===== config.mk =====
export PLATFORM = sky130hd
export DESIGN_NAME = pattern_scan_ctrl
export DESIGN_NICKNAME = d
export VERILOG_FILES = /design/src/rtl/pattern_scan_pkg.sv /design/src/rtl/pattern_scan_ctrl_det.sv /design/src/rtl/pattern_scan_ctrl.sv
export SDC_FILE = /design/constraint.sdc
export NUM_CORES = 1
export LEC_CHECK = 0
export BUFFER_PORTS_ARGS = -buffer_cell sky130_fd_sc_hd__buf_4
export CAP_MARGIN = 10
export CORE_MARGIN = 3
export CORE_UTILIZATION = 25
export CTS_CLUSTER_DIAMETER = 60
export DETAILED_ROUTE_END_ITERATION = 7
export GPL_ROUTABILITY_DRIVEN = 1
export PLACE_DENSITY = 0.52
export RECOVER_POWER = 25
export REMOVE_ABC_BUFFERS = 1
export SYNTH_ARGS = -nofsm -noshare
export SYNTH_HDL_FRONTEND = slang
export SYNTH_HIERARCHICAL = 1
export SYNTH_SLANG_ARGS = --single-unit

===== constraint.sdc =====
create_clock -name clk -period 1.8 [get_ports clk]
set_input_delay 0.36 -clock clk [delete_from_list [all_inputs] [get_ports clk]]
set_output_delay 0.36 -clock clk [all_outputs]
set_load 0.02 [all_outputs]

===== src/rtl/pattern_scan_pkg.sv =====
// Shared types and constants for the pattern scan controller and its
// serial 10110 detector.
package pattern_scan_pkg;

    typedef enum logic [1:0] {
        ST_IDLE,
        ST_SHIFT,
        ST_DRAIN,
        ST_DONE
    } scan_state_e;

    localparam logic [4:0] PATTERN = 5'b10110;

    // Detector states are named by the longest pattern prefix seen so far.
    typedef enum logic [2:0] {
        DET_S0,
        DET_S1,
        DET_S10,
        DET_S101,
        DET_S1011
    } det_state_e;

endpackage


===== src/rtl/pattern_scan_ctrl_det.sv =====
// Bit-serial overlapping 10110 detector: Mealy transitions with a
// registered match output, so a match on bit k is visible one cycle later.
module seq_det_10110
    import pattern_scan_pkg::*;
(
    input  logic clk,
    input  logic rst,
    input  logic clr,
    input  logic en,
    input  logic in,
    output logic op
);

    det_state_e state_q, state_d;
    logic       op_q, op_d;

    always_comb begin
        state_d = state_q;
        op_d    = 1'b0;
        if (en) begin
            case (state_q)
                DET_S0:    state_d = in ? DET_S1    : DET_S0;
                DET_S1:    state_d = in ? DET_S1    : DET_S10;
                DET_S10:   state_d = in ? DET_S101  : DET_S0;
                DET_S101:  state_d = in ? DET_S1011 : DET_S10;
                DET_S1011: begin
                    // A completed match leaves the trailing "10" as the new prefix.
                    state_d = in ? DET_S1 : DET_S10;
                    op_d    = (in == PATTERN[0]);
                end
                default:   state_d = DET_S0;
            endcase
        end
    end

    always_ff @(posedge clk) begin
        if (rst || clr) begin
            state_q <= DET_S0;
            op_q    <= 1'b0;
        end else begin
            state_q <= state_d;
            op_q    <= op_d;
        end
    end

    assign op = op_q;

endmodule


===== src/rtl/pattern_scan_ctrl.sv =====
// Round-robin front end that serialises one requester word at a time through
// a shared 10110 detector and reports match count and end-position mask.
module pattern_scan_ctrl
    import pattern_scan_pkg::*;
#(
    parameter  int NREQ   = 4,
    parameter  int WORD_W = 16,
    localparam int ID_W   = $clog2(NREQ),
    localparam int CNT_W  = $clog2(WORD_W + 1)
) (
    input  logic                   clk,
    input  logic                   rst,
    input  logic [NREQ-1:0]        req_valid,
    input  logic [NREQ*WORD_W-1:0] req_data,
    output logic [NREQ-1:0]        req_ready,
    output logic                   res_valid,
    input  logic                   res_ready,
    output logic [ID_W-1:0]        res_id,
    output logic [CNT_W-1:0]       res_count,
    output logic [WORD_W-1:0]      res_mask,
    output logic                   busy
);

    scan_state_e         state_q, state_d;
    logic [ID_W-1:0]     rr_ptr_q, rr_ptr_d;
    logic [WORD_W-1:0]   shreg_q, shreg_d;
    logic [CNT_W-1:0]    bit_cnt_q, bit_cnt_d;
    logic [ID_W-1:0]     id_q, id_d;
    logic [CNT_W-1:0]    count_q, count_d;
    logic [WORD_W-1:0]   mask_q, mask_d;

    logic [WORD_W-1:0]   words [NREQ];
    logic [NREQ-1:0]     grant;
    logic [ID_W-1:0]     grant_id;
    logic [ID_W-1:0]     arb_idx;
    logic                grant_any;
    logic                det_clr, det_en, det_op;

    for (genvar g = 0; g < NREQ; g++) begin : g_words
        assign words[g] = req_data[g*WORD_W +: WORD_W];
    end

    // First valid requester at or after rr_ptr, wrapping.
    always_comb begin
        grant     = '0;
        grant_id  = '0;
        grant_any = 1'b0;
        arb_idx   = '0;
        for (int unsigned i = 0; i < NREQ; i++) begin
            arb_idx = ID_W'((32'(rr_ptr_q) + i) % NREQ);
            if (!grant_any && req_valid[arb_idx]) begin
                grant_any = 1'b1;
                grant_id  = arb_idx;
            end
        end
        if (grant_any) begin
            grant[grant_id] = 1'b1;
        end
    end

    always_comb begin
        state_d   = state_q;
        rr_ptr_d  = rr_ptr_q;
        shreg_d   = shreg_q;
        bit_cnt_d = bit_cnt_q;
        id_d      = id_q;
        count_d   = count_q;
        mask_d    = mask_q;
        req_ready = '0;
        res_valid = 1'b0;
        det_clr   = 1'b0;
        det_en    = 1'b0;
        case (state_q)
            ST_IDLE: begin
                if (!rst) begin
                    req_ready = grant;
                end
                if (grant_any) begin
                    shreg_d   = words[grant_id];
                    id_d      = grant_id;
                    rr_ptr_d  = ID_W'((32'(grant_id) + 1) % NREQ);
                    bit_cnt_d = '0;
                    count_d   = '0;
                    mask_d    = '0;
                    det_clr   = 1'b1;
                    state_d   = ST_SHIFT;
                end
            end
            ST_SHIFT: begin
                det_en    = 1'b1;
                shreg_d   = {shreg_q[WORD_W-2:0], 1'b0};
                bit_cnt_d = bit_cnt_q + CNT_W'(1);
                // The mask fills MSB-first as ops arrive one cycle behind their bits.
                if (bit_cnt_q != '0) begin
                    count_d = count_q + CNT_W'(det_op);
                    mask_d  = {mask_q[WORD_W-2:0], det_op};
                end
                if (bit_cnt_q == CNT_W'(WORD_W - 1)) begin
                    state_d = ST_DRAIN;
                end
            end
            ST_DRAIN: begin
                count_d = count_q + CNT_W'(det_op);
                mask_d  = {mask_q[WORD_W-2:0], det_op};
                state_d = ST_DONE;
            end
            ST_DONE: begin
                res_valid = 1'b1;
                if (res_ready) begin
                    state_d = ST_IDLE;
                end
            end
            default: state_d = ST_IDLE;
        endcase
    end

    always_ff @(posedge clk) begin
        if (rst) begin
            state_q   <= ST_IDLE;
            rr_ptr_q  <= '0;
            shreg_q   <= '0;
            bit_cnt_q <= '0;
            id_q      <= '0;
            count_q   <= '0;
            mask_q    <= '0;
        end else begin
            state_q   <= state_d;
            rr_ptr_q  <= rr_ptr_d;
            shreg_q   <= shreg_d;
            bit_cnt_q <= bit_cnt_d;
            id_q      <= id_d;
            count_q   <= count_d;
            mask_q    <= mask_d;
        end
    end

    seq_det_10110 u_det (
        .clk (clk),
        .rst (rst),
        .clr (det_clr),
        .en  (det_en),
        .in  (shreg_q[WORD_W-1]),
        .op  (det_op)
    );

    assign res_id    = id_q;
    assign res_count = count_q;
    assign res_mask  = mask_q;
    assign busy      = (state_q != ST_IDLE);

endmodule


* Word-level counts from Yosys, hierarchy flattened
Index checks and enable logic that the tools add are counted.
** Word-level totals
- Register bits :: 52
- Latch bits :: 0
- RAM bits :: 0
- Memory bits (read-only) :: 0
- Input bits :: 71
- Output and inout bits :: 29
- Word-level logic and storage cells :: 104
- Memories kept :: 0
** Operators by class
- Add/sub/neg operators :: 6
- Multiply operators :: 0
- Div/mod/pow operators :: 0
- Magnitude comparators :: 7
- Equality and inequality tests :: 12
- Shifts and indexed selects :: 0
- Mux-type cells :: 46
- Bitwise operators :: 4
- Reduce and logical (&&, ||, !) cells :: 20
** Operator list (count)
- $mux 16 :: 5
- $pmux 16 s3 :: 1
- $bmux 16 s2 :: 1
- $pmux 16 s2 :: 1
- $mux 2 :: 9
- $lt 2x3->1 const B :: 5
- $pmux 5 s3 :: 1
- $mux 1 :: 14
- $mux 4 :: 3
- $pmux 3 s4 :: 1
- $mux 5 :: 2
- $pmux 5 s2 :: 1
- $bmux 1 s2 :: 4
- $ne 2x2->1 const B :: 4
- $pmux 2 s4 :: 1
- $eq 3x2->1 const B :: 2
- $reduce_and 3->1 :: 2
- $add 5x1->5 :: 1
- $add 5x1->5 const B :: 1
- $eq 5x4->1 const B :: 1
- $reduce_bool 5->1 :: 1
- $add 2x1->2 const B :: 2
- $add 2x2->2 const B :: 2
- $eq 2x2->1 const B :: 2
- 19 further kinds :: 28

* Longest topological paths before layout
- Depth after elaboration :: 19
- Depth in mapped cells :: 9
- Mapped depth without buffers :: 7

* Cells and area by module
The synthesis kept the hierarchy.
** Modules (own cells, without submodules)
- pattern_scan_ctrl :: instances 1, cells each 381, area each 2946.6 µm², seq. area each 960.9 µm²
- seq_det_10110 :: instances 1, cells each 20, area each 202.7 µm², seq. area each 80.1 µm²

* Worst setup path before layout
Ideal clock, no wire load.
- Path kind :: input port to output port
- Start point :: in req_valid[1]
- End point :: out req_ready[1]
- Data arrival time :: 1.713 ns
- Required time :: 1.440 ns
- Path slack :: -0.273 ns
- Stages :: 6
- Buffers on the path :: 3
- Path through :: buf_4 > nor4_4 > nand2b_1 > buf_2 > buf_4 > nor4_1
** On the way
- Longest elaborated chain between the ends :: 19
- Elaborated cells on any way between the ends :: 30
- Those cells by class :: order compare (2); mux (21); reduce/logical (7)
** RTL lines
- from (decl) :: RTL line pattern_scan_ctrl.sv:13 : input logic [NREQ-1:0] req_valid,
- $bmux 1 s2 :: RTL line pattern_scan_ctrl.sv:51 : if (!grant_any && req_valid[arb_idx]) begin
- $mux 1 (not written as such) :: RTL line pattern_scan_ctrl.sv:51
- $mux 1 :: RTL line pattern_scan_ctrl.sv:51
- $logic_not 1->1 :: RTL line pattern_scan_ctrl.sv:51
- $logic_and 1x1->1 :: RTL line pattern_scan_ctrl.sv:51
- $mux 1 :: RTL line pattern_scan_ctrl.sv:51
- $logic_not 1->1 :: RTL line pattern_scan_ctrl.sv:51
- $logic_and 1x1->1 :: RTL line pattern_scan_ctrl.sv:51
- [3 not listed]
- $mux 2 :: RTL line pattern_scan_ctrl.sv:51
- $lt 2x3->1 (not written as such) or $ge 2x1->1 (tied branches) :: RTL line pattern_scan_ctrl.sv:57 : grant[grant_id] = 1'b1;
- $logic_and 1x1->1 (not written as such) :: RTL line pattern_scan_ctrl.sv:57
- $mux 1 (not written as such) :: RTL line pattern_scan_ctrl.sv:57
- $demux 1 s2 :: RTL line pattern_scan_ctrl.sv:57
- $mux 4 (*) :: RTL line pattern_scan_ctrl.sv:56 : if (grant_any) begin
- $mux 4 (*) :: RTL line pattern_scan_ctrl.sv:75 : if (!rst) begin
- $mux 4 (*) :: RTL line pattern_scan_ctrl.sv:73 : case (state_q)
- to (decl) :: RTL line pattern_scan_ctrl.sv:15 : output logic [NREQ-1:0] req_ready,
Every way passes the cells marked *; elsewhere a longest branch is shown, timed or not. The select of a mux whose other input is x is not followed.

* Final worst setup path
- Start point :: reg rr_ptr_q[1]
- End point :: out req_ready[3]
** On the way
- Longest elaborated chain between the ends :: 19
- Elaborated cells on any way between the ends :: 33
- Those cells by class :: add/sub (3); order compare (2); mux (21); reduce/logical (7)
** RTL lines
- from (decl) :: RTL line pattern_scan_ctrl.sv:25 : logic [ID_W-1:0] rr_ptr_q, rr_ptr_d;
- from (signal assigned) :: RTL line pattern_scan_ctrl.sv:128 : rr_ptr_q <= rr_ptr_d;
- parallel branches: the longest is 16 deep, another holds $lt 2x3->1
- $mux 4 (*) :: RTL line pattern_scan_ctrl.sv:56
- $mux 4 (*) :: RTL line pattern_scan_ctrl.sv:75
- $mux 4 (*) :: RTL line pattern_scan_ctrl.sv:73
Every way passes the cells marked *. The select of a mux whose other input is x is not followed.

==> flow_summary.toml <==
[floorplan]
rows = 40
start_util_pct = 25.9
pin_count = 100
core_area_mm2 = 0.0122
die_w_um = 118
die_h_um = 118
dieArea_mm2 = 0.0140

[synthesis]
ys.flop_type = "dfxtp_1"
yosysSeqAreaShare_pct = 33.1
netlist-cell-type-count = 50
synth_edf_count = 0
ys_warn_count = 6
netlist_instances = 401
syn-cell-area_mm2 = 0.00315
synth_seq_cells = 52
synth_async_sr_flop_share_pct = 0
syn_area_per_cell_um2 = 7.85

[finish]
insertedDiodeCount = 0
final_area_mm2 = 0.00468
nets = 606
layout_commonest_cell = "buf_4"
drive_above_1_share_pct = 33.8
finalNonFillerCells = 695
area_delta_synth_final_pct = 48.5
mostFrequentLayoutCells = "buf_4, nand3_1, dfxtp_1"
utilization_pct = 38.4

[power_and_ir_drop]
p_per_area_mw_per_mm2 = 1380
p_switching_mw = 2.67
clockPowerShare_pct = 15.5
p_leak_nw = 1.92
seqPwrFrac_pct = 23.3
total_power_mw = 6.46
ir_worst_vdd_mv = 0.566
p_sw_share_pct = 41.3
p_comb_share_pct = 61.2
internal_power_mw = 3.79

[timing]
tightest_slew_ps = 459
finalWorstSetupSlack_ps = -44.9
slew_violations = 0
tns_ps = -118
period_share_pct = 102
slew-limit-headroom_pct = 69.4
hold_viol_final = 0
clock_skew_ps = 6.37
grt_setup_unrepaired = "true"
fin_crit_ps = 1840
setup_viol = 3
finalHoldWorstSlack_ps = 326
fmaxAchievable_mhz = 542

[cts]
clock_path_buffers = 2
cts_tree = "built"
cts_buffers = 5
cts_sinks = 52
cts-htree-levels = 2
cts_root_buffer = "clkbuf_16"
path_clk_slew_ps = 70
clock_latency_ps = 290

[setup_path]
crit_fanout = 5
worstSetupPathType = "reg2out"
setup.worst_path.start_class = "flip-flop"
cpPeakStageDelay_ps = 380
cp-end-kind = "output port"
slowest_stage = "dfxtp_4"
cp.arrival_ps = 1480
worstPathCellList = "clkinvlp_4 -> a21oi_2 -> o221a_2 -> nor3b_2 -> buf_4"
cp_data_required_time_ps = 1440

[placed_design]
gp_congestion = 0.739
dpl.hpwl_um = 7310
io_buffers = 99
dp_slack_ps = -73.3
placed_area_mm2 = 0.00430
dp_cells = 674

[drt]
final_antenna_net_count = 0
drt_iter0_markers = 198
vias = 3406
wire_per_inst_um = 14.8
drcViolationCount = 0
dr.pass1.iters = 4
avgViaCountPerCell = 4.90
drt-total-wl_um = 10300

[global_route]
grt_util_all_layers_pct = 14.1
grt_max_degree = 42
antenna_found_initial = 0
grt_pass1_vias = 3431
grt_pass1_wl_um = 16500
grt_overflow = 0

[run]
maxCapViolations = 0

[status]
run_status = "finished with violations"
violations = "negative setup slack"

[worst_hold_path]
hold_class = "in2reg"
[kinds of logic (layout without fill, tap and decap cells)]
family | count (synthesis) | in the layout | share of synthesized area (%)
buf+inv | 63 | 189 | 9.89
mux | 4 | 4 | 1.27
compound gates | 126 | 126 | 28.4
fa+ha+maj | 10 | 10 | 3.89
simple gates | 146 | 146 | 23.5
flops | 52 | 52 | 33.1
[worst max-delay path: cells and delay by family (launching register included)]
kind	cells	cell delay [ps]
buf+inv	2	300
simple gates	1	180
compound gates	2	340
flops	1	380
[flip-flops by register name (all words and copies together), names as in the netlist]
register,flops
res_id,2
res_mask,16
rr_ptr_q,2
shreg_q,16
res_count,5
u_det/op,1
bit_cnt_q,5
state_q,2
u_det/state_q,3
[routing by layer]
layer / vias up / track usage (%) / part of all wire (%)
met5: - / 0 / 0
li1: 1720 / - / -
met2: 103 / 23.5 / 48
met1: 1577 / 18.1 / 46
met4: 0 / 3.37 / 1.0
met3: 6 / 3.54 / 5.6
[power by group through the flow]
stage | Clock, mW | Sequential [mW] | Combinational [mW]
after floorplan | 0 | 1.52 | 1.80
after global placement | 0 | 1.50 | 3.34
after detailed placement | 0 | 1.51 | 3.37
after CTS | 1.03 | 1.49 | 3.56
after global routing | 1.08 | 1.53 | 4.35
final | 1.00 | 1.50 | 3.95
[final timing paths]
path	slack, ps	start	cells after the start	endpoint
setup / recovery	-40	rr_ptr_q[1]	5	req_ready[3]
hold / removal	330	req_data[34]	3	shreg_q[2]
setup reg to reg	60	rr_ptr_q[1]	8	shreg_q[11]
hold reg to reg	450	res_mask[15]	2	res_mask[15]
[cell usage after synthesis (all sizes together) (3+ instances only)]
cell,n,area [µm²]
and2,4,25.0
nand2,27,101
nor2,34,128
nor4,3,40.0
a221oi,17,149
buf,22,158
a31oi,15,93.8
nand3b,5,37.5
nand3,51,255
a21o,13,97.6
ha,9,113
a311o,15,150
a22oi,4,30.0
o21ai,12,60.1
a211oi,3,22.5
clkbuf,14,52.6
inv,27,101
mux2i,4,40.0
dfxtp,52,1040
a21oi,33,169
nand2b,4,25.0
nor3b,3,22.5
nor3,3,15.0
nor2b,3,18.8
[timing repair]
| action | 4_1_cts | 5_1_grt |
|---|---|---|
| cloned | 0 | 2 |
| hold buffers | 0 | 0 |
| pin swaps | 3 | 21 |
| setup endpoints to repair | 4 | 50 |
| gates resized for setup | 16 | 24 |
| buffers inserted | 6 | 5 |
[final cells by class]
cell class,count,area [µm²]
Sequential cell,52,1050
Multi-Input combinational cell,286,1940
Fill cell,1289,7490
Tap cell,168,210
Timing Repair Buffer,154,1230
Clock buffer,5,125
Inverter,27,105
Clock inverter,3,25.0
No activity file was read; power rests on OpenSTA's default activity.
